$ cat src/rtl/level_monitor.sv
// -----------------------------------------------------------------------------
// level_monitor
//
// Watches an occupancy level stream and classifies it as MID, HIGH or LOW.
// Hysteresis comes from two watermarks. Persistence comes from a dwell count:
// a transition needs dwell+1 consecutive qualifying accepted samples. Every
// entry into HIGH or LOW raises a sticky irq, which stays set until clr.
//
// Optional feature: define LEVEL_MONITOR_PEAK_EN to add a peak register and
// its output port. The peak value tracks the largest accepted level and is
// zeroed by clr.
//
// Ports
//   clk          in   1  sole clock, rising edge
//   rst_n        in   1  asynchronous active-low reset
//   level_valid  in   1  sample qualifier (upstream update strobe)
//   level        in   4  unsigned occupancy sample
//   hi_mark      in   4  high watermark (quasi-static)
//   lo_mark      in   4  low watermark (quasi-static)
//   dwell        in   2  persistence; transition needs dwell+1 samples
//   clr          in   1  clears irq (and peak when enabled)
//   state        out  2  00 MID, 01 HIGH, 10 LOW
//   irq          out  1  sticky event flag
//   peak         out  4  maximum accepted level (LEVEL_MONITOR_PEAK_EN only)
// -----------------------------------------------------------------------------
module level_monitor (
  input  logic       clk,
  input  logic       rst_n,
  input  logic       level_valid,
  input  logic [3:0] level,
  input  logic [3:0] hi_mark,
  input  logic [3:0] lo_mark,
  input  logic [1:0] dwell,
  input  logic       clr,
`ifdef LEVEL_MONITOR_PEAK_EN
  output logic [3:0] peak,
`endif
  output logic [1:0] state,
  output logic       irq
);

  typedef enum logic [1:0] {
    ST_MID  = 2'b00,
    ST_HIGH = 2'b01,
    ST_LOW  = 2'b10
  } state_t;

  // Streak target: 1 = counting toward HIGH, 0 = toward LOW (from MID) or
  // toward MID (from HIGH/LOW). Since every transition clears the streak, a
  // stale target matters only while in MID.
  localparam logic TGT_HIGH = 1'b1;
  localparam logic TGT_LOW  = 1'b0;

  state_t     r_state;
  logic [1:0] r_streak;
  logic       r_tgt;
  logic       r_irq;

  state_t     w_next_state;
  logic [1:0] w_next_streak;
  logic       w_next_tgt;
  logic       w_next_irq;
  logic       w_qual;
  logic       w_tgt;
  logic [1:0] w_base;
  logic [2:0] w_cnt;
  logic [2:0] w_limit;
  logic       w_enter_event;

  // Next-state / streak / flag logic.
  // NOTE: every signal driven here gets a default first, so no path can leave
  // it unassigned and a latch can never be inferred.
  always_comb begin
    w_next_state  = r_state;
    w_next_streak = r_streak;
    w_next_tgt    = r_tgt;
    w_qual        = 1'b0;
    w_tgt         = TGT_LOW;
    w_base        = 2'd0;
    w_cnt         = 3'd0;
    w_limit       = {1'b0, dwell} + 3'd1;

    if (level_valid) begin
      unique case (r_state)
        ST_MID: begin
          // hi_q takes precedence when the watermarks overlap.
          if (level >= hi_mark) begin
            w_qual = 1'b1;
            w_tgt  = TGT_HIGH;
          end else if (level <= lo_mark) begin
            w_qual = 1'b1;
            w_tgt  = TGT_LOW;
          end
        end
        ST_HIGH: w_qual = (level < hi_mark);
        ST_LOW:  w_qual = (level > lo_mark);
        default: w_qual = 1'b0;
      endcase

      if (!w_qual) begin
        w_next_streak = 2'd0;
      end else begin
        // A change of direction restarts the count before this sample is counted.
        w_base     = (w_tgt != r_tgt) ? 2'd0 : r_streak;
        w_cnt      = {1'b0, w_base} + 3'd1;
        w_next_tgt = w_tgt;
        // Compare with >= so that lowering dwell below the current streak
        // fires on the next qualifying sample.
        if (w_cnt >= w_limit) begin
          w_next_streak = 2'd0;
          if (r_state == ST_MID) begin
            w_next_state = (w_tgt == TGT_HIGH) ? ST_HIGH : ST_LOW;
          end else begin
            w_next_state = ST_MID;
          end
        end else begin
          // w_cnt < w_limit <= 4, so w_cnt <= 3: saturation at 3 is implicit.
          w_next_streak = w_cnt[1:0];
        end
      end
    end

    // An undefined state encoding recovers to MID.
    if (r_state != ST_MID && r_state != ST_HIGH && r_state != ST_LOW) begin
      w_next_state  = ST_MID;
      w_next_streak = 2'd0;
    end
  end

  assign w_enter_event = (w_next_state != r_state) && (w_next_state != ST_MID);

  // Setting irq wins over clr on the same edge.
  always_comb begin
    w_next_irq = r_irq;
    if (w_enter_event) begin
      w_next_irq = 1'b1;
    end else if (clr) begin
      w_next_irq = 1'b0;
    end
  end

  // NOTE: state registers use non-blocking assignments, so every flop samples
  // values from before the edge regardless of the order of the statements.
  always_ff @(posedge clk or negedge rst_n) begin
    if (!rst_n) begin
      r_state  <= ST_MID;
      r_streak <= 2'd0;
      r_tgt    <= TGT_LOW;
      r_irq    <= 1'b0;
    end else begin
      r_state  <= w_next_state;
      r_streak <= w_next_streak;
      r_tgt    <= w_next_tgt;
      r_irq    <= w_next_irq;
    end
  end

`ifdef LEVEL_MONITOR_PEAK_EN
  logic [3:0] r_peak;

  // An accepted sample on a clr edge restarts the peak at that sample.
  always_ff @(posedge clk or negedge rst_n) begin
    if (!rst_n) begin
      r_peak <= 4'd0;
    end else if (clr) begin
      r_peak <= level_valid ? level : 4'd0;
    end else if (level_valid && (level > r_peak)) begin
      r_peak <= level;
    end
  end

  assign peak = r_peak;
`endif

  assign state = r_state;
  assign irq   = r_irq;

endmodule
$ cat config.mk
export PLATFORM = sky130hd
export DESIGN_NAME = level_monitor
export DESIGN_NICKNAME = d
export VERILOG_FILES = /design/src/rtl/level_monitor.sv
export SDC_FILE = /design/constraint.sdc
export NUM_CORES = 1
export LEC_CHECK = 0
export ABC_AREA = 0
export CORE_MARGIN = 4
export CORE_UTILIZATION = 45
export CTS_BUF_LIST = sky130_fd_sc_hd__clkbuf_8
export DETAILED_ROUTE_END_ITERATION = 10
export PLACE_DENSITY = 0.81
export SLEW_MARGIN = 20
export SYNTH_ARGS = -nofsm -noshare
export SYNTH_HDL_FRONTEND = slang
export SYNTH_SLANG_ARGS = --single-unit
$ cat constraint.sdc
create_clock -name clk -period 4.3 [get_ports clk]
set_clock_uncertainty 0.05 [all_clocks]
set_input_delay 0.43 -clock clk [delete_from_list [all_inputs] [get_ports clk]]
set_output_delay 0.43 -clock clk [all_outputs]
set_load 0.02 [all_outputs]
* Word-level counts from Yosys, hierarchy flattened
Cells that the tools add are included.
** Cells by class
- Add/sub/neg operators :: 2
- Order comparisons :: 5
- Equality and inequality tests :: 6
- Multiplexer cells :: 20
- Reduce and logical (&&, ||, !) cells :: 9
** Operator list (number)
- $mux 2 :: 11
- $mux 1 :: 8
- $reduce_bool 2->1 :: 4
- $add 2x1->3 const B :: 2
- $ge 4x4->1 :: 1
- $gt 4x4->1 :: 1
- $le 4x4->1 :: 1
- $lt 4x4->1 :: 1
- $ge 3x3->1 :: 1
- $logic_and 1x1->1 :: 3
- $pmux 1 s3 :: 1
- $eq 2x1->1 const B :: 1
- $eq 2x2->1 const B :: 1
- $logic_not 2->1 :: 1
- $ne 2x1->1 const B :: 1
- $ne 2x2->1 :: 1
- $ne 2x2->1 const B :: 1
- $reduce_and 2->1 :: 1
- $ne 1x1->1 :: 1
** Word-level totals
- Register bits :: 6
- Input bits :: 18
- Output and inout port bits :: 3
- Word-level logic and storage cells :: 46

* Logic depth before layout (Yosys ltp)
- Word-level depth :: 15
- Gate-level depth with buffers :: 14
- Mapped depth without buffers :: 14

* Worst setup path before layout
OpenSTA, ideal clock, no wires.
- Path type :: input to register
- From :: in hi_mark[2]
- To :: reg r_state[0] (netlist: state[0])
- Setup time :: 121 ps
- Arrival time :: 2863 ps
- Data required time :: 4129 ps
- Slack :: 1266 ps
- Cell stages on the path :: 14
- Buffers on the path :: 0
- Cells stage by stage :: inv_1 -> ha_1 -> o21ai_1 -> a21oi_1 -> o31a_1 -> xnor2_1 -> and2_1 -> ha_1 -> ha_1 -> a21o_1 -> a21oi_1 -> nor2b_1 -> nor2b_1 -> a22o_1
** On the way
- Word-level cells in the longest chain between the ends :: 12
- Elaborated cells on any way between the ends :: 18
- Classes of those cells :: add/sub: 1; order compare: 3; eq/ne: 1; mux: 13
** Ends and longest elaborated chain
- start: declaration :: RTL line 31 : input logic [3:0] hi_mark,
- $ge 4x4->1 :: RTL line 87 : if (level >= hi_mark) begin
- $mux 1 :: RTL line 87
- $mux 1 :: RTL line 84 : unique case (r_state)
- $mux 1 :: RTL line 83 : if (level_valid) begin
- $ne 1x1->1 :: RTL line 104 : w_base = (w_tgt != r_tgt) ? 2'd0 : r_streak;
- $mux 2 :: RTL line 104
- $add 2x1->3 :: RTL line 105 : w_cnt = {1'b0, w_base} + 3'd1;
- $ge 3x3->1 :: RTL line 109 : if (w_cnt >= w_limit) begin
- $mux 2 :: RTL line 109
- $mux 2 (*) :: RTL line 100 : if (!w_qual) begin
- $mux 2 (*) :: RTL line 83
- $mux 2 (*) :: RTL line 124 : if (r_state != ST_MID && r_state != ST_HIGH && r_state != ST_LOW) begin
- via w_next_state[0] :: RTL line 59 : state_t w_next_state;
- end signal: assignment :: RTL line 151 : r_state <= w_next_state;
- end: declaration :: RTL line 54 : state_t r_state;
Mark *: on every way through the listed nets, which the timed path passes. The rest lies on a longest branch. The select of a mux whose other input is x is not followed.
A chain may end at the register's enable or synchronous reset.

* Worst setup path in the final report
Ends and elaborated chain as after synthesis.

==> flow_metrics.tcl <==
set metrics [dict create \
    outcome "finished, final reports clean" \
    vias 601 \
    crit_path_cell_trace "clkdlybuf4s50_1 > inv_1 > ha_1 > o21ai_1 > a21oi_1 > o31a_1 > xnor2_1 > and2_1 > ha_1 > ha_1 > a21o_1 > a21oi_1 > nor2b_1 > nor2b_1 > a22o_1" \
    syn_nets 102 \
    max_slew_margin_pct 75.2 \
    synth_area_um2 653 \
    crit_path_start_kind "input port" \
    grt_overflow 0 \
    rows 13 \
    critPathMaxFanout 5 \
    crit_path_max_incr_delay_ps 460 \
    total_power_uw 399 \
    worst_slew_pin_slew_ps 369 \
    final_common_cell "clkdlybuf4s50_1" \
    seq_area_frac_synth_pct 23.0 \
    stdcell_count 109 \
    cts_max_path_buffers 2 \
    vias_per_cell 5.51 \
    grt_pass1_vias 616 \
    peakVddDrop_v 0.000147 \
    die_x_um 46.1 \
    drive_gt1_share_pct 8.51 \
    cts_hold_buf 0 \
    synth_top_family_by_area "adder cells" \
    cts.htree.levels 1 \
    clock_sinks 6 \
    rsz0062_at_grt "false" \
    worstSetupPathType "in -> reg" \
    placed_cells 106 \
    worst_slack_ps 751 \
    cellPowerDensity_mw_per_mm2 436 \
    synth_mux_area_share_pct 2.30 \
    grt_usage_pct 16.3 \
    drc 0 \
    fmax_ghz 0.282 \
    hpwl_mm 1.20 \
    wirelength_mm 1.44 \
    routedWlPerCell_um 13.2 \
    timing.final.crit_share_pct 82.5 \
    dp_slack_ps 558 \
    synth_top_area_cell "ha_1" \
    crit_slowest_cell "clkdlybuf4s50_1" \
    hp-class "in -> async" \
    drtPass1Iterations 4 \
    max_cap_violations 0 \
    final_nets 127 \
    synth_warnings 0 \
    clkTransAtPathRegs_ps 40 \
    synth.area.top_cells "ha_1, dfrtp_1, inv_1" \
    finalMaxSlewViolations 0 \
    setup-tns-final_ps 0 \
    io_buffers 20 \
    design.die.area_mm2 0.00212 \
    cts_root_buf "clkbuf_8" \
    synth_compound_area_share_pct 21.6 \
    synth_cell_types 31 \
    cp_common_cell "ha_1" \
    synthCells 71 \
    routabilityCongestion 0.814 \
    cts_made_buffers 3 \
    die_y_um 46.1 \
    start_util_pct 49.0 \
    syn2layout_area_growth_pct 39.8 \
    min_period_ps 3550 \
    setup_viol 0 \
    synth_top_area_share_pct 24.9 \
    antenna_found_initial 0 \
    first_iter_violations 2 \
    ioPinCount 21 \
    antenna_left 0 \
    cts_tree "yes" \
    ctsResizeCount 0 \
    clk_latency_ps 230 \
    hold_viol 0 \
    post-cts-setup-buffers 0 \
    synth_xor_area_share_pct 1.34 \
    antenna_cells 0 \
    synth_adder_area_share_pct 24.9 \
    p_leak_nw 0.441 \
    syn_area_per_cell_um2 9.20 \
    grt_max_degree 9 \
    synth-seq-cells 6 \
    critical_path_required_ps 4350 \
    design.core.area_mm2 0.00133 \
    cp-end-kind "flop" \
    grt_pass1_wl_mm 2.42 \
    synth_simple_gate_area_share_pct 19.9 \
    worstPathArrival_ps 3600 \
    mostFrequentLayoutCells "clkdlybuf4s50_1, ha_1, inv_1, dfrtp_1" \
]
-- power breakdown --
part           leakage (nW)  internal [mW]  switching (mW)
sequential           0.0787         0.0782          0.0200
clock                0.0216         0.0604          0.0270
combinational         0.340          0.110           0.103
total                 0.441          0.249           0.150
-- logic make-up (layout without fill, tap and decap cells) --
group,count (synthesis),in the layout
muxes,1,1
DFF,6,6
AOI/OAI and AO/OA,18,18
and+or+nand+nor,20,20
xor gates and xnor gates,1,1
buffers and inverters,12,35
adders and majority gates,13,13
-- path summary, 6_finish.rpt --
kind	slack, ps	cells after the start	from	end
min in group clk	440	1	r_streak[1]	r_streak[1]
setup reg to reg	1520	11	state[1]	state[0]
hold reg to reg	440	1	r_streak[1]	r_streak[1]
setup / recovery	750	15	hi_mark[2]	state[0]
hold / removal	400	1	rst_n	r_streak[1]
max in group asynchronous	3570	1	rst_n	irq
-- sequential cells by signal (all words and copies together) (netlist names) --
register and cells:
r_streak 2, r_tgt 1, irq 1, state 2
-- cells in the mapped netlist, drive strengths merged --
cell type	number
a2111oi	1
nor3b	1
o211ai	2
o21ai	4
mux2	1
nor2	2
o31ai	2
nand2b	3
a22o	1
dfrtp	6
o22ai	2
or2	1
nand2	2
ha	13
inv	12
and2	2
o31a	1
a32o	1
nor2b	3
xnor2	1
or3	2
nand4	1
and4	1
or4	1
and3b	1
a21oi	3
a21o	1
-- layer usage --
layer | vias to the layer above | GRT usage [%] | wire length (um)
li1 | 304 | - | -
met1 | 266 | 17.3 | 590
met2 | 25 | 26.6 | 701
met3 | 6 | 4.30 | 96
met4 | 0 | 13.1 | 48
met5 | - | 0 | 0
-- metrics by stage --
step           cell area (um^2)  utilization, %  hold slack [ps]
2_1_floorplan               653               -             84.4
3_3_place_gp                872            65.4              410
3_5_place_dp                872            65.4              430
4_1_cts                     913            68.5              409
5_1_grt                     913            68.5              420
6_report                    913            68.5              398
-- area by class of cell --
class	instances	area, um^2
Multi-Input combinational cell	53	458
Fill cell	116	420
Timing Repair Buffer	20	200
Sequential cell	6	150
Inverter	12	45.0
Clock buffer	3	41.3
Tap cell	15	18.8
-- worst max-delay path, delay by kind of cell --
family                     cells  cell delay (ps)
AOI/OAI and AO/OA              6             1170
xor gates and xnor gates       1              180
buffers and inverters          2              500
and+or+nand+nor                3              470
adders and majority gates      3              850
Note: power is estimated with default switching activity, not from simulation.
